### config.mk
export PLATFORM = sky130hd
export DESIGN_NAME = acog_seq_hub
export DESIGN_NICKNAME = d
export VERILOG_FILES = /design/src/rtl/acog_seq_hub_pkg.sv /design/src/rtl/acog_hub_req.sv /design/src/rtl/acog_seq_hub.sv
export SDC_FILE = /design/constraint.sdc
export NUM_CORES = 1
export LEC_CHECK = 0
export ABC_AREA = 1
export CAP_MARGIN = 25
export CORE_MARGIN = 1
export CORE_UTILIZATION = 47
export CTS_BUF_LIST = sky130_fd_sc_hd__clkbuf_2
export CTS_CLUSTER_DIAMETER = 50
export DETAILED_ROUTE_END_ITERATION = 7
export MAX_ROUTING_LAYER = met4
export PLACE_DENSITY = 0.82
export REMOVE_ABC_BUFFERS = 1
export SYNTH_ARGS = -nofsm -noshare
export SYNTH_HDL_FRONTEND = slang
export SYNTH_SLANG_ARGS = --single-unit
### constraint.sdc
create_clock -name clk_in -period 1.8 [get_ports clk_in]
set_clock_uncertainty 0.1 [all_clocks]
set_input_delay 0.36 -clock clk_in [delete_from_list [all_inputs] [get_ports clk_in]]
set_output_delay 0.36 -clock clk_in [all_outputs]
set_load 0.01 [all_outputs]
### src/rtl/acog_seq_hub_pkg.sv
// ============================================================================
// Module  : acog_defs
// Brief   : State, opcode and transfer-size definitions for the cog sequencer.
// Revision: 1.0 - initial release
// ============================================================================
`default_nettype none

package acog_defs;

    typedef enum logic [1:0] {
        ST_FETCH  = 2'd0,
        ST_DECODE = 2'd1,
        ST_READ   = 2'd2,
        ST_WBACK  = 2'd3
    } state_t;

    localparam logic [5:0] I_RDBYTE  = 6'h00;
    localparam logic [5:0] I_RDWORD  = 6'h01;
    localparam logic [5:0] I_RDLONG  = 6'h02;
    localparam logic [5:0] I_WAITPEQ = 6'h3C;
    localparam logic [5:0] I_WAITPNE = 6'h3D;
    localparam logic [5:0] I_WAITCNT = 6'h3E;
    localparam logic [5:0] I_WAITVID = 6'h3F;

    localparam int OP_R = 23;

    localparam logic [1:0] SZ_BYTE = 2'd0;
    localparam logic [1:0] SZ_WORD = 2'd1;
    localparam logic [1:0] SZ_LONG = 2'd2;

    function automatic logic [1:0] hub_size(input logic [5:0] op);
        case (op)
            I_RDWORD: hub_size = SZ_WORD;
            I_RDLONG: hub_size = SZ_LONG;
            default:  hub_size = SZ_BYTE;
        endcase
    endfunction

endpackage

`default_nettype wire

### src/rtl/acog_hub_req.sv
// ============================================================================
// Module  : acog_hub_req
// Brief   : Round-robin hub slot counter, request launch, ack and timeout.
// Revision: 1.0 - initial release
// ============================================================================
`default_nettype none

module acog_hub_req
    import acog_defs::*;
#(
    parameter int NUM_COGS    = 8,
    parameter int COG_ID      = 0,
    parameter int HUB_TIMEOUT = 32,
    localparam int SLOT_W     = $clog2(NUM_COGS)
) (
    input  logic              clk,
    input  logic              rst,
    input  logic              i_launch_en,
    input  logic              i_rd,
    input  logic [1:0]        i_sz,
    input  logic              i_ack,
    output logic              o_read,
    output logic              o_write,
    output logic [1:0]        o_sz,
    output logic [SLOT_W-1:0] o_slot,
    output logic              o_err,
    output logic              o_done
);

    localparam logic [SLOT_W-1:0] c_cog_slot = SLOT_W'(COG_ID);
    localparam logic [7:0]        c_tmo_last = 8'(HUB_TIMEOUT - 1);

    logic              r_read;
    logic              r_write;
    logic [1:0]        r_sz;
    logic [SLOT_W-1:0] r_slot;
    logic              r_err;
    logic [7:0]        r_tmo;

    logic w_active;
    logic w_tmo_hit;
    logic w_launch;

    assign w_active  = r_read | r_write;
    // An ack arriving on the final allowed cycle takes priority over the abort.
    assign w_tmo_hit = w_active && !i_ack && (r_tmo == c_tmo_last);
    assign o_done    = w_active && (i_ack || w_tmo_hit);
    assign w_launch  = i_launch_en && !w_active && (r_slot == c_cog_slot);

    always_ff @(posedge clk) begin
        if (rst) begin
            r_read  <= 1'b0;
            r_write <= 1'b0;
            r_sz    <= SZ_BYTE;
            r_slot  <= '0;
            r_err   <= 1'b0;
            r_tmo   <= 8'd0;
        end else begin
            r_slot <= r_slot + 1'b1;
            r_err  <= w_tmo_hit;
            if (o_done) begin
                r_read  <= 1'b0;
                r_write <= 1'b0;
                r_sz    <= SZ_BYTE;
                r_tmo   <= 8'd0;
            end else if (w_launch) begin
                r_read  <= i_rd;
                r_write <= !i_rd;
                r_sz    <= i_sz;
                r_tmo   <= 8'd0;
            end else if (w_active) begin
                r_tmo <= r_tmo + 8'd1;
            end
        end
    end

    assign o_read  = r_read;
    assign o_write = r_write;
    assign o_sz    = r_sz;
    assign o_slot  = r_slot;
    assign o_err   = r_err;

endmodule

`default_nettype wire

### src/rtl/acog_seq_hub.sv
// ============================================================================
// Module  : acog_seq_hub
// Brief   : Cog sequencer FETCH/DECODE/READ/WBACK with slotted hub access,
//           wait-condition stalls and a saturating stall counter.
// Revision: 1.0 - initial release
// ============================================================================
`default_nettype none

module acog_seq_hub
    import acog_defs::*;
#(
    parameter int NUM_COGS    = 8,
    parameter int COG_ID      = 0,
    parameter int HUB_TIMEOUT = 32,
    parameter int STALL_W     = 16,
    localparam int SLOT_W     = $clog2(NUM_COGS)
) (
    input  logic               clk_in,
    input  logic               reset_in,
    output logic [1:0]         state_o,
    input  logic [31:0]        opcode_in,
    input  logic               execute_in,
    input  logic               flag_c_in,
    input  logic               port_peq_pina_in,
    input  logic               port_peq_pinb_in,
    input  logic               port_pne_pina_in,
    input  logic               port_pne_pinb_in,
    input  logic               port_cnt_eq_d_in,
    input  logic               port_vid_rdy_in,
    input  logic               hub_ack_in,
    output logic               hub_read_o,
    output logic               hub_write_o,
    output logic [1:0]         hub_tfr_sz_o,
    output logic [SLOT_W-1:0]  hub_slot_o,
    output logic               hub_err_o,
    output logic [STALL_W-1:0] stall_cnt_o
);

    state_t             r_state;
    state_t             w_next;
    logic               r_settled;
    logic [STALL_W-1:0] r_stall;

    logic [5:0] w_op;
    logic       w_is_hub;
    logic       w_is_wait;
    logic       w_wait_ok;
    logic       w_hub_done;
    logic       w_launch_en;
    logic       w_adv;
    logic       w_unused_opbits;

    assign w_op            = opcode_in[31:26];
    assign w_unused_opbits = ^{opcode_in[25:24], opcode_in[22:0]};
    assign w_is_hub        = (w_op == I_RDBYTE) || (w_op == I_RDWORD) || (w_op == I_RDLONG);
    assign w_is_wait       = (w_op == I_WAITPEQ) || (w_op == I_WAITPNE) ||
                             (w_op == I_WAITCNT) || (w_op == I_WAITVID);
    assign w_launch_en     = (r_state == ST_READ) && execute_in && r_settled && w_is_hub;

    always_comb begin
        w_wait_ok = 1'b0;
        case (w_op)
            I_WAITCNT: w_wait_ok = port_cnt_eq_d_in;
            I_WAITPEQ: w_wait_ok = flag_c_in ? port_peq_pinb_in : port_peq_pina_in;
            I_WAITPNE: w_wait_ok = flag_c_in ? port_pne_pinb_in : port_pne_pina_in;
            I_WAITVID: w_wait_ok = port_vid_rdy_in;
            default:   w_wait_ok = 1'b0;
        endcase
    end

    acog_hub_req #(
        .NUM_COGS    (NUM_COGS),
        .COG_ID      (COG_ID),
        .HUB_TIMEOUT (HUB_TIMEOUT)
    ) u_hub_req (
        .clk         (clk_in),
        .rst         (reset_in),
        .i_launch_en (w_launch_en),
        .i_rd        (opcode_in[OP_R]),
        .i_sz        (hub_size(w_op)),
        .i_ack       (hub_ack_in),
        .o_read      (hub_read_o),
        .o_write     (hub_write_o),
        .o_sz        (hub_tfr_sz_o),
        .o_slot      (hub_slot_o),
        .o_err       (hub_err_o),
        .o_done      (w_hub_done)
    );

    // The first executed READ cycle only settles; stalling ops never leave on it.
    always_comb begin
        w_adv = 1'b1;
        if (r_state == ST_READ) begin
            if (!execute_in) begin
                w_adv = 1'b1;
            end else if (!r_settled) begin
                w_adv = !(w_is_hub || w_is_wait);
            end else if (w_is_hub) begin
                w_adv = w_hub_done;
            end else if (w_is_wait) begin
                w_adv = w_wait_ok;
            end else begin
                w_adv = 1'b1;
            end
        end
        w_next = w_adv ? state_t'(r_state + 2'd1) : r_state;
    end

    always_ff @(posedge clk_in) begin
        if (reset_in) begin
            r_state   <= ST_FETCH;
            r_settled <= 1'b0;
            r_stall   <= '0;
        end else begin
            r_state <= w_next;
            if (r_state == ST_FETCH) begin
                r_settled <= 1'b0;
            end else if ((r_state == ST_READ) && execute_in) begin
                r_settled <= 1'b1;
            end
            if ((r_state == ST_READ) && !w_adv && (r_stall != '1)) begin
                r_stall <= r_stall + 1'b1;
            end
        end
    end

    assign state_o     = r_state;
    assign stall_cnt_o = r_stall;

endmodule

`default_nettype wire

==> flow_summary.json, run 1 <==
{
  "fillers": 322,
  "ff_latch_area_um2": 756,
  "timing.rr.end": "stall_cnt_o[8]$_SDFFE_PP0P_",
  "cts.sinks": 35,
  "place_area_mm2": 0.00266,
  "grtUsageMet3_pct": 4.44,
  "cts-root-buf": "clkbuf_2",
  "hold_end": "u_hub_req.o_sz[0]$_SDFFE_PP0P_",
  "io_buffers": 43,
  "grt_antenna_before_repair": 0,
  "crit-reg2reg-launch": "stall_cnt_o[1]$_SDFFE_PP0P_",
  "setup_viol": 1,
  "grt_pass1_wl_mm": 8.49,
  "dpl.cell_count": 394,
  "nets": 413,
  "synth_top_area_cell": "dfxtp_1",
  "multiInputGateArea_mm2": 0.00124,
  "ys_seq_area_share_pct": 33.6,
  "rows": 23,
  "hp-class": "input port to flip-flop",
  "yosys_warnings": 0,
  "ir_drop_uv": 395,
  "maxSlewViolCount": 0,
  "violations": "setup timing",
  "cts_tree": "yes",
  "power_per_cell_area_mw_per_mm2": 450,
  "gp_congestion": 0.818,
  "die-width_um": 68.6,
  "dr_total_vias": 2162,
  "synth-main-ff-cell": "dfxtp_1",
  "startpoint_type": "input port",
  "clock_latency_ns": 0.38,
  "avgSynthCellArea_um2": 7.20,
  "die_area_mm2": 0.00471,
  "yosysUniqueCellTypes": 30,
  "grt_max_degree": 20,
  "syn_area_mm2": 0.00209,
  "grt-ovfl-total": 0,
  "hold_viol_final": 0,
  "wl_per_cell_um": 13.4,
  "grt_pass1_vias": 1971,
  "numCtsBuffers": 5,
  "cap_violations": 0,
  "r2r_setup_slack_ns": 0.03,
  "die_y_um": 68.6,
  "p_leak_nw": 1.43,
  "core_mm2": 0.00414,
  "hp-start": "opcode_in[29]",
  "end_kind": "flip-flop",
  "post-route-period-util_pct": 100,
  "hold_depth": 4,
  "io_pins": 69,
  "crit_arrival_ns": 2.02,
  "cts-htree-levels": 2,
  "grt_util_met1_pct": 27.6,
  "synth.area.top_cells": "dfxtp_1 (34%), nand2_1 (10%), nor2_1 (7.6%)",
  "final.min_clock_period_ns": 1.80,
  "yosysMostFrequentCell": "nand2_1",
  "syn_to_final_growth_pct": 42.0,
  "stdcell_count": 415,
  "clock_path_buffers": 2,
  "grt.busiest_layer": "met2",
  "crit_type": "input port to flip-flop",
  "ys_ff_latch": 35,
  "synth_edf_count": 0,
  "drtPass1Iterations": 4,
  "drt_iter0_drc": 96,
  "drc": 0,
  "tightestPinTransition_ns": 0.273,
  "detail-route-antenna-nets": 0,
  "status": "finished, violations left",
  "fmaxAchievable_mhz": 555,
  "fin_ws_ns": -0.000895,
  "synthCells": 290,
  "drt-total-wl_mm": 5.56,
  "yosysTopAreaCellShare_pct": 33.6,
  "antennaDiodeCount": 0,
  "rr_worst_depth": 9,
  "drive_gt1_share_pct": 28.8,
  "viasPerCell": 5.21,
  "relSlewSlack_pct": 81.7,
  "design_area_mm2": 0.00296,
  "path_max_fanout": 7,
  "grtUsageTotal_pct": 24.5,
  "start_util_pct": 50.4,
  "cp-startpoint": "opcode_in[31]",
  "async_flop_share_pct": 0,
  "dp_hpwl_mm": 3.57,
  "grtUsageMet2_pct": 44.5,
  "worstPathRequired_ns": 2.02,
  "synth_common_cells": "nand2_1 (56), nor2_1 (42), dfxtp_1 (35)",
  "cts_hold_buf": 0,
  "clkTransAtPathRegs_ns": 0.20
}
worst max-delay path, cell delays in order:
cell and delay, ns:
clkdlybuf4s50_1 0.43, nor2_2 0.12, nand2_2 0.08, nor2_4 0.16
inv_2 0.06, a21oi_4 0.16, buf_12 0.15, buf_8 0.12
nand4_1 0.17, a21oi_2 0.20
cell usage in the layout (no fill, tap or decap), types with 12 or more instances in the layout:
cell / synthesis / final
nand3_1: 14 / 13
inv_1: 34 / 34
buf_4: 1 / 24
nor2_1: 42 / 40
nand4_1: 20 / 20
dfxtp_2: 0 / 17
nand2_1: 56 / 55
clkdlybuf4s50_1: 0 / 19
dlymetal6s2s_1: 0 / 16
a21oi_1: 12 / 12
what timing repair did:
item / in CTS / in global routing
gates cloned: 0 / 3
endpoints found under the setup margin: 22 / 32
buffers inserted: 3 / 7
gates resized for setup: 34 / 36
pin swaps: 0 / 9
worst max path at each step:
stage / to / slack [ns] / cells after the start
3_3_place_gp: stall_cnt_o[1]$_SDFFE_PP0P_ / -0.29 / 9
5_1_grt: stall_cnt_o[8]$_SDFFE_PP0P_ / -0.08 / 10
3_5_place_dp: stall_cnt_o[1]$_SDFFE_PP0P_ / -0.33 / 9
6_report: stall_cnt_o[8]$_SDFFE_PP0P_ / -0.0009 / 10
4_1_cts: stall_cnt_o[3] / 0.0007 / 1
2_1_floorplan: stall_cnt_o[1]$_SDFFE_PP0P_ / 0.07 / 10
cells by family after synthesis:
family | after synthesis | synth area share [%]
buffers and inverters | 44 | 8.99
DFF | 35 | 33.6
and+or+nand+nor | 163 | 39.0
AOI/OAI and AO/OA | 28 | 8.99
xor gates and xnor gates | 14 | 5.88
adders and majority gates | 6 | 3.60
flip-flops by register name, summed over array words and instances, names as in the netlist:
register / cells
u_hub_req.o_write: 1
u_hub_req.o_sz: 2
u_hub_req.o_slot: 3
u_hub_req.o_err: 1
state_o: 2
stall_cnt_o: 16
r_settled: 1
u_hub_req.r_tmo: 8
u_hub_req.o_read: 1
routing by layer:
metal  up-vias  routed length [um]
li1       1091                   -
met1       991                2360
met2        70                2820
met3        10                 293
met4         0                  87
met5         -                   0
report_power, final:
part / internal, mW / switching, mW / total, mW / leakage [nW]
Combinational: 0.0914 / 0.0842 / 0.176 / 1.11
Sequential: 0.775 / 0.00843 / 0.783 / 0.298
Clock: 0.0991 / 0.274 / 0.373 / 0.0290
area by class of cell:
class                      count  area share (%)
timing repair buffer          71            24.2
tap                           50            2.11
clock inverter                 2           0.422
sequential                    35            25.5
inverter                      38            4.81
multi-input combinational    213            42.0
clock buffer                   6            1.01
per-stage QoR:
stage	power (mW)	TNS, ns	hold slack (ns)	worst slack, ns	util (%)
2_1_floorplan	0.875	0	0.322	0.0653	-
3_3_place_gp	0.966	-4.72	0.353	-0.287	64.3
3_5_place_dp	0.972	-5.51	0.363	-0.329	64.3
4_1_cts	1.33	0	0.365	0.000712	66.5
5_1_grt	1.39	-0.222	0.272	-0.0806	71.5
6_report	1.33	-0.000895	0.232	-0.000895	71.5
No activity file was read; power rests on OpenSTA's default activity.
==> inputs of run 2 (changes only) <==
- CTS_CLUSTER_DIAMETER: 50 -> not set
- SLEW_MARGIN: not set -> 40
==> results of run 2 <==
The final DEF is identical to that of run 1; final timing and power are the same.
==> inputs of run 3 (changes only) <==
- CORE_UTILIZATION: 47 -> 48
- SLEW_MARGIN: 40 -> 20
- SYNTH_HIERARCHICAL: not set -> 1
==> run 3 against run 2 <==
  * The flow still finishes with violations (setup timing)
  * Flip-flop and latch count is the same
  * Total power grew 1.1%
  * Synthesized area grew 3.8%
==> flow_summary.json, run 3 <==
{
  "status": "finished, violations left",
  "violations": "setup timing",
  "gp_congestion": 0.884,
  "start_util_pct": 49.8,
  "power_per_cell_area_mw_per_mm2": 419,
  "cts-htree-levels": 2,
  "antennaDiodeCount": 0,
  "synth_common_cells": "nand2_1 (62), nor2_1 (45), dfxtp_1 (35)",
  "dp_hpwl_mm": 3.89,
  "dpl.cell_count": 415,
  "die_y_um": 69.2,
  "numCtsBuffers": 5,
  "core_mm2": 0.00435,
  "r2r_setup_slack_ns": -0.07,
  "grtUsageTotal_pct": 25.1,
  "end_kind": "flip-flop",
  "nets": 445,
  "relSlewSlack_pct": 78.9,
  "synth_top_area_cell": "dfxtp_1",
  "worstPathRequired_ns": 2.05,
  "viasPerCell": 5.24,
  "drt-total-wl_mm": 5.98,
  "final.min_clock_period_ns": 1.87,
  "clockPowerShare_pct": 26.7,
  "die-width_um": 69.2,
  "drive_gt1_share_pct": 34.5,
  "io_pins": 69,
  "p_total_mw": 1.35,
  "ys_seq_area_share_pct": 32.3,
  "drc": 0,
  "async_flop_share_pct": 0,
  "syn_to_final_growth_pct": 48.5,
  "avgSynthCellArea_um2": 7.30,
  "tightestPinTransition_ns": 0.314,
  "syn_area_mm2": 0.00217,
  "cts-root-buf": "clkbuf_2",
  "synth-main-ff-cell": "dfxtp_1",
  "detail-route-antenna-nets": 0,
  "yosysUniqueCellTypes": 30,
  "yosys_warnings": 6,
  "yosysTopAreaCellShare_pct": 32.3,
  "ys_ff_latch": 35,
  "ir_drop_uv": 280,
  "grt_antenna_before_repair": 0,
  "clkTransAtPathRegs_ns": 0.18,
  "io_buffers": 43,
  "rsz0062_at_grt": "true",
  "pre_cts_ws_ns": -0.329,
  "maxSlewViolCount": 0,
  "grt_pass1_vias": 2156,
  "cpMostUsedCell": "nand2_2",
  "clock_latency_ns": 0.41,
  "grt_pass1_wl_mm": 9.48,
  "layout_common_cells": "nand2_1 (55), buf_4 (47), nor2_1 (44)",
  "die_area_mm2": 0.00479,
  "crit_chain": "ha_4 > nand3_4 > nor2_4 > nand2_2 > nand2_2 > nand4_1 > nand2_2 > a21oi_4 > buf_4 > buf_6 > nand4_1 > a21oi_1",
  "dr_total_vias": 2352,
  "post-route-period-util_pct": 104,
  "hold_ws_ns": 0.456,
  "crit-reg2reg-launch": "u_hub_req/r_tmo[1]$_SDFFE_PP0P_",
  "path_max_fanout": 8,
  "crit_type": "flip-flop to flip-flop",
  "hold_viol_final": 0,
  "hp-class": "input port to flip-flop",
  "startpoint_type": "flip-flop",
  "drt_iter0_drc": 124,
  "timing.rr.end": "stall_cnt_o[5]$_SDFFE_PP0P_",
  "fin_ws_ns": -0.0716,
  "synth.area.top_cells": "dfxtp_1 (32%), nand2_1 (11%), nor2_1 (7.8%)",
  "slowest_stage": "dfxtp_2",
  "hold_end": "u_hub_req/o_read$_SDFFE_PP0P_",
  "switching_share_pct": 27.8,
  "cts_tree": "yes",
  "stdcell_count": 449,
  "p_seq_share_pct": 58.4,
  "synthCells": 297,
  "rows": 24,
  "grt_max_degree": 16,
  "fmaxAchievable_mhz": 534,
  "hold_depth": 3,
  "crit_arrival_ns": 2.12,
  "pwr-share-comb_pct": 14.9,
  "fillers": 310,
  "wl_per_cell_um": 13.3,
  "p_sw_uw": 374,
  "yosysMostFrequentCell": "nand2_1",
  "cts.sinks": 35,
  "p_leak_nw": 1.71,
  "place_area_mm2": 0.00283,
  "design_area_mm2": 0.00322,
  "rr_worst_depth": 12,
  "max_stage_delay_ns": 0.37,
  "setup_viol": 5,
  "clock_path_buffers": 2,
  "p_int_uw": 973,
  "cap_violations": 0,
  "final_core_util_pct": 73.9,
  "grt-ovfl-total": 0,
  "synth_edf_count": 0,
  "largest_reg_flops": 16,
  "hp-start": "opcode_in[23]",
  "layout_commonest_cell": "nand2_1",
  "drtPass1Iterations": 6,
  "fin_tns_setup_ns": -0.193
}
==> run 3: cell types whose count changed after synthesis, sizes merged, moves of 2 or more <==
cell   previous run  this run
nand4            20        22
nand2            67        78
inv              38        35
nand3            18        20
nor2             48        50
nor3              8         6
==> run 3: layout make-up <==
| type | instances | area [um^2] | area share (%) |
|---|---|---|---|
| tap | 52 | 65.1 | 2.02 |
| sequential | 35 | 749 | 23.3 |
| clock buffer | 6 | 30.0 | 0.933 |
| timing repair buffer | 95 | 867 | 26.9 |
| clock inverter | 2 | 7.51 | 0.233 |
| inverter | 35 | 131 | 4.08 |
| multi-input combinational | 224 | 1370 | 42.5 |
==> run 3: power by group through the flow <==
stage	sequential, mW	combinational [mW]	clock, mW
after global placement	0.814	0.169	0
after CTS	0.788	0.189	0.362
after global routing	0.789	0.219	0.417
after detailed placement	0.814	0.174	0
final	0.786	0.201	0.360
after floorplan	0.818	0.0683	0
==> run 3: cells by family after synthesis <==
group	Yosys count	share of synthesized area, %
AND/OR/NAND/NOR	177	42.7
multiplexers	1	0.462
adder cells (fa/ha/maj)	6	3.46
XOR/XNOR	14	5.66
buffers and inverters	40	7.97
AO/OA/AOI/OAI	24	7.45
flip-flops	35	32.3
==> run 3: how the worst max path moves through the flow <==
| stage | slack (ns) | to | cells past startpoint | start |
|---|---|---|---|---|
| after global routing | -0.15 | stall_cnt_o[12]$_SDFFE_PP0P_ | 15 | u_hub_req/o_read$_SDFFE_PP0P_ |
| after global placement | -0.30 | stall_cnt_o[1]$_SDFFE_PP0P_ | 10 | hub_ack_in |
| after CTS | -0.02 | stall_cnt_o[4]$_SDFFE_PP0P_ | 12 | u_hub_req/o_read$_SDFFE_PP0P_ |
| after floorplan | -0.18 | stall_cnt_o[0]$_SDFFE_PP0P_ | 11 | u_hub_req/r_tmo[0]$_SDFFE_PP0P_ |
| final | -0.07 | stall_cnt_o[5]$_SDFFE_PP0P_ | 12 | u_hub_req/r_tmo[1]$_SDFFE_PP0P_ |
| after detailed placement | -0.33 | stall_cnt_o[4]$_SDFFE_PP0P_ | 10 | hub_ack_in |
==> run 3: timing repair <==
action	4_1_cts	5_1_grt
setup buffers	8	16
gates resized for setup	46	32
endpoints found under the setup margin	38	34
hold buffers	0	0
pin swaps	17	14
cloned	2	0
==> run 3: critical path, delay by kind of cell (launching register included) <==
family          cells  cell delay [ns]
compound gates      2             0.36
fa+ha+maj           1             0.17
buf+inv             2             0.28
flops               1             0.37
simple gates        7             0.54
==> run 3: per-layer routing <==
layer	track usage [%]	routed length (um)
met4	7.71	98
met5	-	0
met1	29.1	2400
met3	6.25	366
met2	42.6	3110
